`config.mk`:
```
export PLATFORM = sky130hd
export DESIGN_NAME = cp0_unit
export DESIGN_NICKNAME = d
export VERILOG_FILES = /design/src/rtl/cp0_unit.sv
export SDC_FILE = /design/constraint.sdc
export NUM_CORES = 1
export LEC_CHECK = 0
export ABC_AREA = 1
export BUFFER_PORTS_ARGS = -buffer_cell sky130_fd_sc_hd__buf_2
export CAP_MARGIN = 20
export CELL_PAD_IN_SITES_DETAIL_PLACEMENT = 1
export CELL_PAD_IN_SITES_GLOBAL_PLACEMENT = 1
export CORE_MARGIN = 10
export CORE_UTILIZATION = 34
export DETAILED_ROUTE_END_ITERATION = 8
export PLACE_DENSITY_LB_ADDON = 0.1
export SETUP_SLACK_MARGIN = 0.05
export SKIP_CTS_REPAIR_TIMING = 1
export SYNTH_ARGS = -nofsm -noshare
export SYNTH_HDL_FRONTEND = slang
export SYNTH_SLANG_ARGS = --single-unit
```
`constraint.sdc`:
```
create_clock -name clk -period 3.09 [get_ports clk]
set_clock_uncertainty 0.15 [all_clocks]
set_input_delay 0.618 -clock clk [delete_from_list [all_inputs] [get_ports clk]]
set_output_delay 0.618 -clock clk [all_outputs]
set_load 0.1 [all_outputs]
```
`src/rtl/cp0_unit.sv`:
```
// Coprocessor-0 at the M stage: SR/Cause/EPC/PRId, interrupt vs exception
// arbitration, and the single-cycle int_req that flushes and redirects fetch.
module cp0_unit #(
  parameter logic [31:0] PRID = 32'h0000_2023
) (
  input  logic        clk,
  input  logic        reset,
  input  logic        we,
  input  logic [4:0]  cp0_addr,
  input  logic [31:0] cp0_wdata,
  output logic [31:0] cp0_rdata,
  input  logic [31:0] M_pc,
  input  logic        M_isBD,
  input  logic [4:0]  M_exCode,
  input  logic        M_eret,
  input  logic [5:0]  hw_int,
  output logic        int_req,
  output logic [31:0] epc_out
);

  localparam logic [4:0] ADDR_SR    = 5'd12;
  localparam logic [4:0] ADDR_CAUSE = 5'd13;
  localparam logic [4:0] ADDR_EPC   = 5'd14;
  localparam logic [4:0] ADDR_PRID  = 5'd15;

  // SR fields
  logic [5:0]  im_q, im_d;
  logic        exl_q, exl_d;
  logic        ie_q, ie_d;
  // Cause fields
  logic        bd_q, bd_d;
  logic [5:0]  ip_q, ip_d;
  logic [4:0]  exc_code_q, exc_code_d;
  // EPC
  logic [31:0] epc_q, epc_d;

  logic        irq;
  logic [31:0] sr_word;
  logic [31:0] cause_word;

  // hw_int is arbitrated live, not from Cause.IP, so a dropped line never fires.
  assign irq     = ie_q & (|(hw_int & im_q));
  assign int_req = ~exl_q & (irq | (M_exCode != 5'd0));
  assign epc_out = epc_q;

  assign sr_word    = {16'h0000, im_q, 8'h00, exl_q, ie_q};
  assign cause_word = {bd_q, 15'h0000, ip_q, 3'b000, exc_code_q, 2'b00};

  // Per-edge precedence: int_req over eret over mtc0; a suppressed mtc0 is dropped.
  always_comb begin
    im_d       = im_q;
    exl_d      = exl_q;
    ie_d       = ie_q;
    bd_d       = bd_q;
    ip_d       = hw_int;
    exc_code_d = exc_code_q;
    epc_d      = epc_q;
    if (int_req) begin
      exl_d      = 1'b1;
      bd_d       = M_isBD;
      exc_code_d = irq ? 5'd0 : M_exCode;
      epc_d      = M_isBD ? (M_pc - 32'd4) : M_pc;
    end else if (M_eret) begin
      exl_d = 1'b0;
    end else if (we) begin
      case (cp0_addr)
        ADDR_SR: begin
          im_d  = cp0_wdata[15:10];
          exl_d = cp0_wdata[1];
          ie_d  = cp0_wdata[0];
        end
        ADDR_EPC: epc_d = cp0_wdata;
        default: ;
      endcase
    end
  end

  always_ff @(posedge clk) begin
    if (reset) begin
      im_q       <= 6'd0;
      exl_q      <= 1'b0;
      ie_q       <= 1'b0;
      bd_q       <= 1'b0;
      ip_q       <= 6'd0;
      exc_code_q <= 5'd0;
      epc_q      <= 32'd0;
    end else begin
      im_q       <= im_d;
      exl_q      <= exl_d;
      ie_q       <= ie_d;
      bd_q       <= bd_d;
      ip_q       <= ip_d;
      exc_code_q <= exc_code_d;
      epc_q      <= epc_d;
    end
  end

  // No write-to-read bypass: mfc0 sees the registered state only.
  always_comb begin
    cp0_rdata = 32'd0;
    case (cp0_addr)
      ADDR_SR:    cp0_rdata = sr_word;
      ADDR_CAUSE: cp0_rdata = cause_word;
      ADDR_EPC:   cp0_rdata = epc_q;
      ADDR_PRID:  cp0_rdata = PRID;
      default:    cp0_rdata = 32'd0;
    endcase
  end

endmodule

```
==> run summary <==
Ranked by total cell area, the synthesized netlist is headed by dfxtp_1 30%, nand2_1 21%, nor2_1 11%. The cell type contributing the most total cell area after synthesis is dfxtp_1. After routing the design area is 4660 um2. The fraction of the yosys area taken by sequential cells came out at 0.298. The post-synthesis instance total is 587. The count of final max-slew check failures is 0. The relative max-transition margin is 0.660.

The setup slack of the most critical reg-to-reg path is 900 ps. The number of iterations in the first detailed-routing pass came out at 4. The number of antenna violations at the first check in global routing was 0. The mean cell area of the mapped netlist came out at 5.96 um2. The worst setup path is launched from an input pin.

The setup path with the least slack is of type input pin to output port. The flow ran to the end, and the final reports show no timing, DRC or antenna violations. The transition time at the pin with the least slew margin came out at 510 ps. The fill cell total of the finished layout came out at 1407.

The worst hold path terminates at exc_code_q[4]. The required time at the worst-slack endpoint came out at 2320 ps. The floorplan core area came out at 9910 um2. The pin count of the biggest net entering global routing is 45. The count of distinct cell types in the synthesized netlist is 37.

Of the available clock period, the critical path in the final layout requires 0.900. The fraction of registers with async set or reset after synthesis came out at 0. Buffers inserted during clock tree synthesis total 5. The count of antenna-violating nets left after detailed routing is 0.

The clock reaches the later pin of the worst-skew pair after 300 ps. The placed wire-length estimate after detailed placement came out at 11900 um. The post-detailed-route wirelength per cell is 16.8 um.

No sink is reached through more buffers than the 2 on the longest clock path. The tool flagged a number of max-cap violations equal to 0. The overflow left after global routing came out at 0. The total via count after detailed routing is 4231.

The startpoint identified for the worst hold timing path is exc_code_q[4]. Based on the critical path, the design can be clocked at up to 360 MHz. The DRC violation count after routing is 0. The sort of element at the end of the critical path is an output port. The number of I/O pins is 150. The cell depth of the worst flop-to-flop path is 11. The worst hold path passes through 2 cells. The first-pass GRT wire length came out at 23100 um.

The routability-driven placement congestion ratio is 0.945. The final sum of negative setup slack came out at 0 ps. Compared with the post-synthesis result, the final layout area differs by 33.3%. Buffers placed on the I/O ports in this run total 149.

0 antenna diodes ended up in the layout. The number of H-tree levels is 2. The number of rows created at floorplan is 36.

The clock-pin transition on the worst setup and hold timing paths came out at 100 ps. The total global-route track usage is 0.190. Among all cell types in the netlist, the one instantiated most often is nand2_1. The area of placed instances is 4540 um2. The endpoint identified for the worst register-to-register timing path is im_q[3]. The maximum vdd drop came out at 210 uV. The die covers 14700 um2.

The initial utilization of the core area, before any placement, comes to 0.353. The number of nets at the end of the flow is 815. Setup repair after global routing left no endpoint under its margin. The most used flip-flop cell after synthesis is dfxtp_1.

After synthesis the netlist holds a flip-flop and latch count of 52. The count of endpoints failing hold in the final timing report came to 0. The synthesized netlist net count is 673.

The total clock sinks came out at 52. The leakage power came out at 2.27 nW. The post-detailed-routing wire length came out at 14500 um. The number of global-route vias before repair is 4589. The final non-filler cell total came out at 863. Before CTS, the worst setup slack after placement is 307 ps. After detailed routing, the number of vias per cell comes to 4.90.

The power per cell area came out at 425 nW/um2. The worst hold path belongs to the class flip-flop to flip-flop. The cell sitting at the root of the clock tree is a clkbuf_8.

The final setup violation count came out at 0. The die span in x is 121 um. The shortest clock period the worst path allows after layout is 2780 ps. In this run, placement finished with an instance count of 855. In this run the cell area of the synthesized design comes to 3500 um2. In this run, synthesis inferred 0 flip-flops with an integrated enable.

The worst path meets setup with 309 ps of slack. The startpoint of the worst register-to-register path is im_q[4]. The fraction of final layout cells sized beyond drive strength 1 is 0.267.

The arrival time of the worst setup path is 2010 ps. By count the netlist is led by 195 x nand2_1, 98 x nor2_1, 62 x inv_1, 52 x dfxtp_1. The die is 121 um tall. Along the worst path, the maximum fanout reaches 17. The share of synthesized area in the top cell type comes to 0.298.

The number of synthesis warnings is 0. TritonCTS built the clock tree. After the first detailed-routing iteration, the DRC count stood at 231.
## metal layers
layer	track usage	wire (um)
met1	0.237	6640
met2	0.338	7100
met3	0.0344	675
met4	0.0283	54
met5	0	0
## report_power, final
group | internal, W | switching [W] | total, W
combinational | 0.000156 | 0.000549 | 0.000705
sequential | 0.000721 | 0.0000353 | 0.000756
clock | 0.000286 | 0.000233 | 0.000519
## layout by cell type (no fill, tap or decap), drive strengths merged
cell type | synthesis | final
nand3b | 3 | 3
clkinv | 1 | 1
a211oi | 3 | 3
and2 | 1 | 1
dfxtp | 52 | 52
o211a | 1 | 1
o21bai | 3 | 3
nand4 | 8 | 8
a21oi | 31 | 31
buf | 12 | 156
nor2 | 104 | 104
ha | 1 | 1
a31oi | 4 | 4
xor2 | 13 | 13
nor3 | 4 | 4
xnor2 | 4 | 4
o211ai | 2 | 2
clkbuf | 9 | 7
inv | 64 | 64
nand2 | 199 | 199
nand3 | 32 | 32
a22o | 4 | 4
bufinv | 0 | 1
o21ai | 31 | 31
o221ai | 1 | 1
## critical path, stage by stage
cell	delay (ps)
buf_2	120
nor2_4	240
nand2_4	140
buf_4	260
o221ai_2	170
buf_2	460
## registers in the layout, summed over array words and instances (netlist names)
| register | cells |
|---|---|
| exc_code_q | 5 |
| bd_q | 1 |
| exl_q | 1 |
| ie_q | 1 |
| im_q | 6 |
| epc_out | 32 |
| ip_q | 6 |
## stage by stage
step,power (W),hold slack [ps],utilization
global route,0.00208,363,0.471
CTS,0.00199,327,0.471
global placement,0.00147,300,0.458
detailed placement,0.00148,313,0.458
finish,0.00198,329,0.471
floorplan,0.00128,291,-
## worst max-delay path by stage
| stage | end | depth (start not counted) | start | slack (ps) |
|---|---|---|---|---|
| detailed placement | cp0_rdata[1] | 6 | cp0_addr[0] | 310 |
| global placement | cp0_rdata[1] | 6 | cp0_addr[0] | 370 |
| finish | cp0_rdata[1] | 6 | cp0_addr[0] | 310 |
| global route | cp0_rdata[1] | 6 | cp0_addr[0] | 230 |
| CTS | cp0_rdata[1] | 6 | cp0_addr[0] | 310 |
| floorplan | cp0_rdata[11] | 4 | cp0_addr[0] | -230 |
## cell families (layout without fill, tap and decap cells)
kind of cell    count (synthesis)  in the layout  synth area share
compound gates                 80             80             0.130
fa+ha+maj                       1              1           0.00358
simple gates                  351            351             0.420
flops                          52             52             0.298
buf+inv                        86            229             0.107
xor+xnor                       17             17            0.0426
## cell type report
| class | count | area [um2] | area share |
|---|---|---|---|
| Sequential cell | 52 | 1040 | 0.224 |
| Timing Repair Buffer | 156 | 961 | 0.206 |
| Clock inverter | 1 | 30.0 | 0.00644 |
| Multi-Input combinational cell | 449 | 2120 | 0.455 |
| Tap cell | 133 | 166 | 0.0357 |
| Inverter | 65 | 244 | 0.0523 |
| Clock buffer | 7 | 96.3 | 0.0207 |
(Power assumes the default switching activity.)
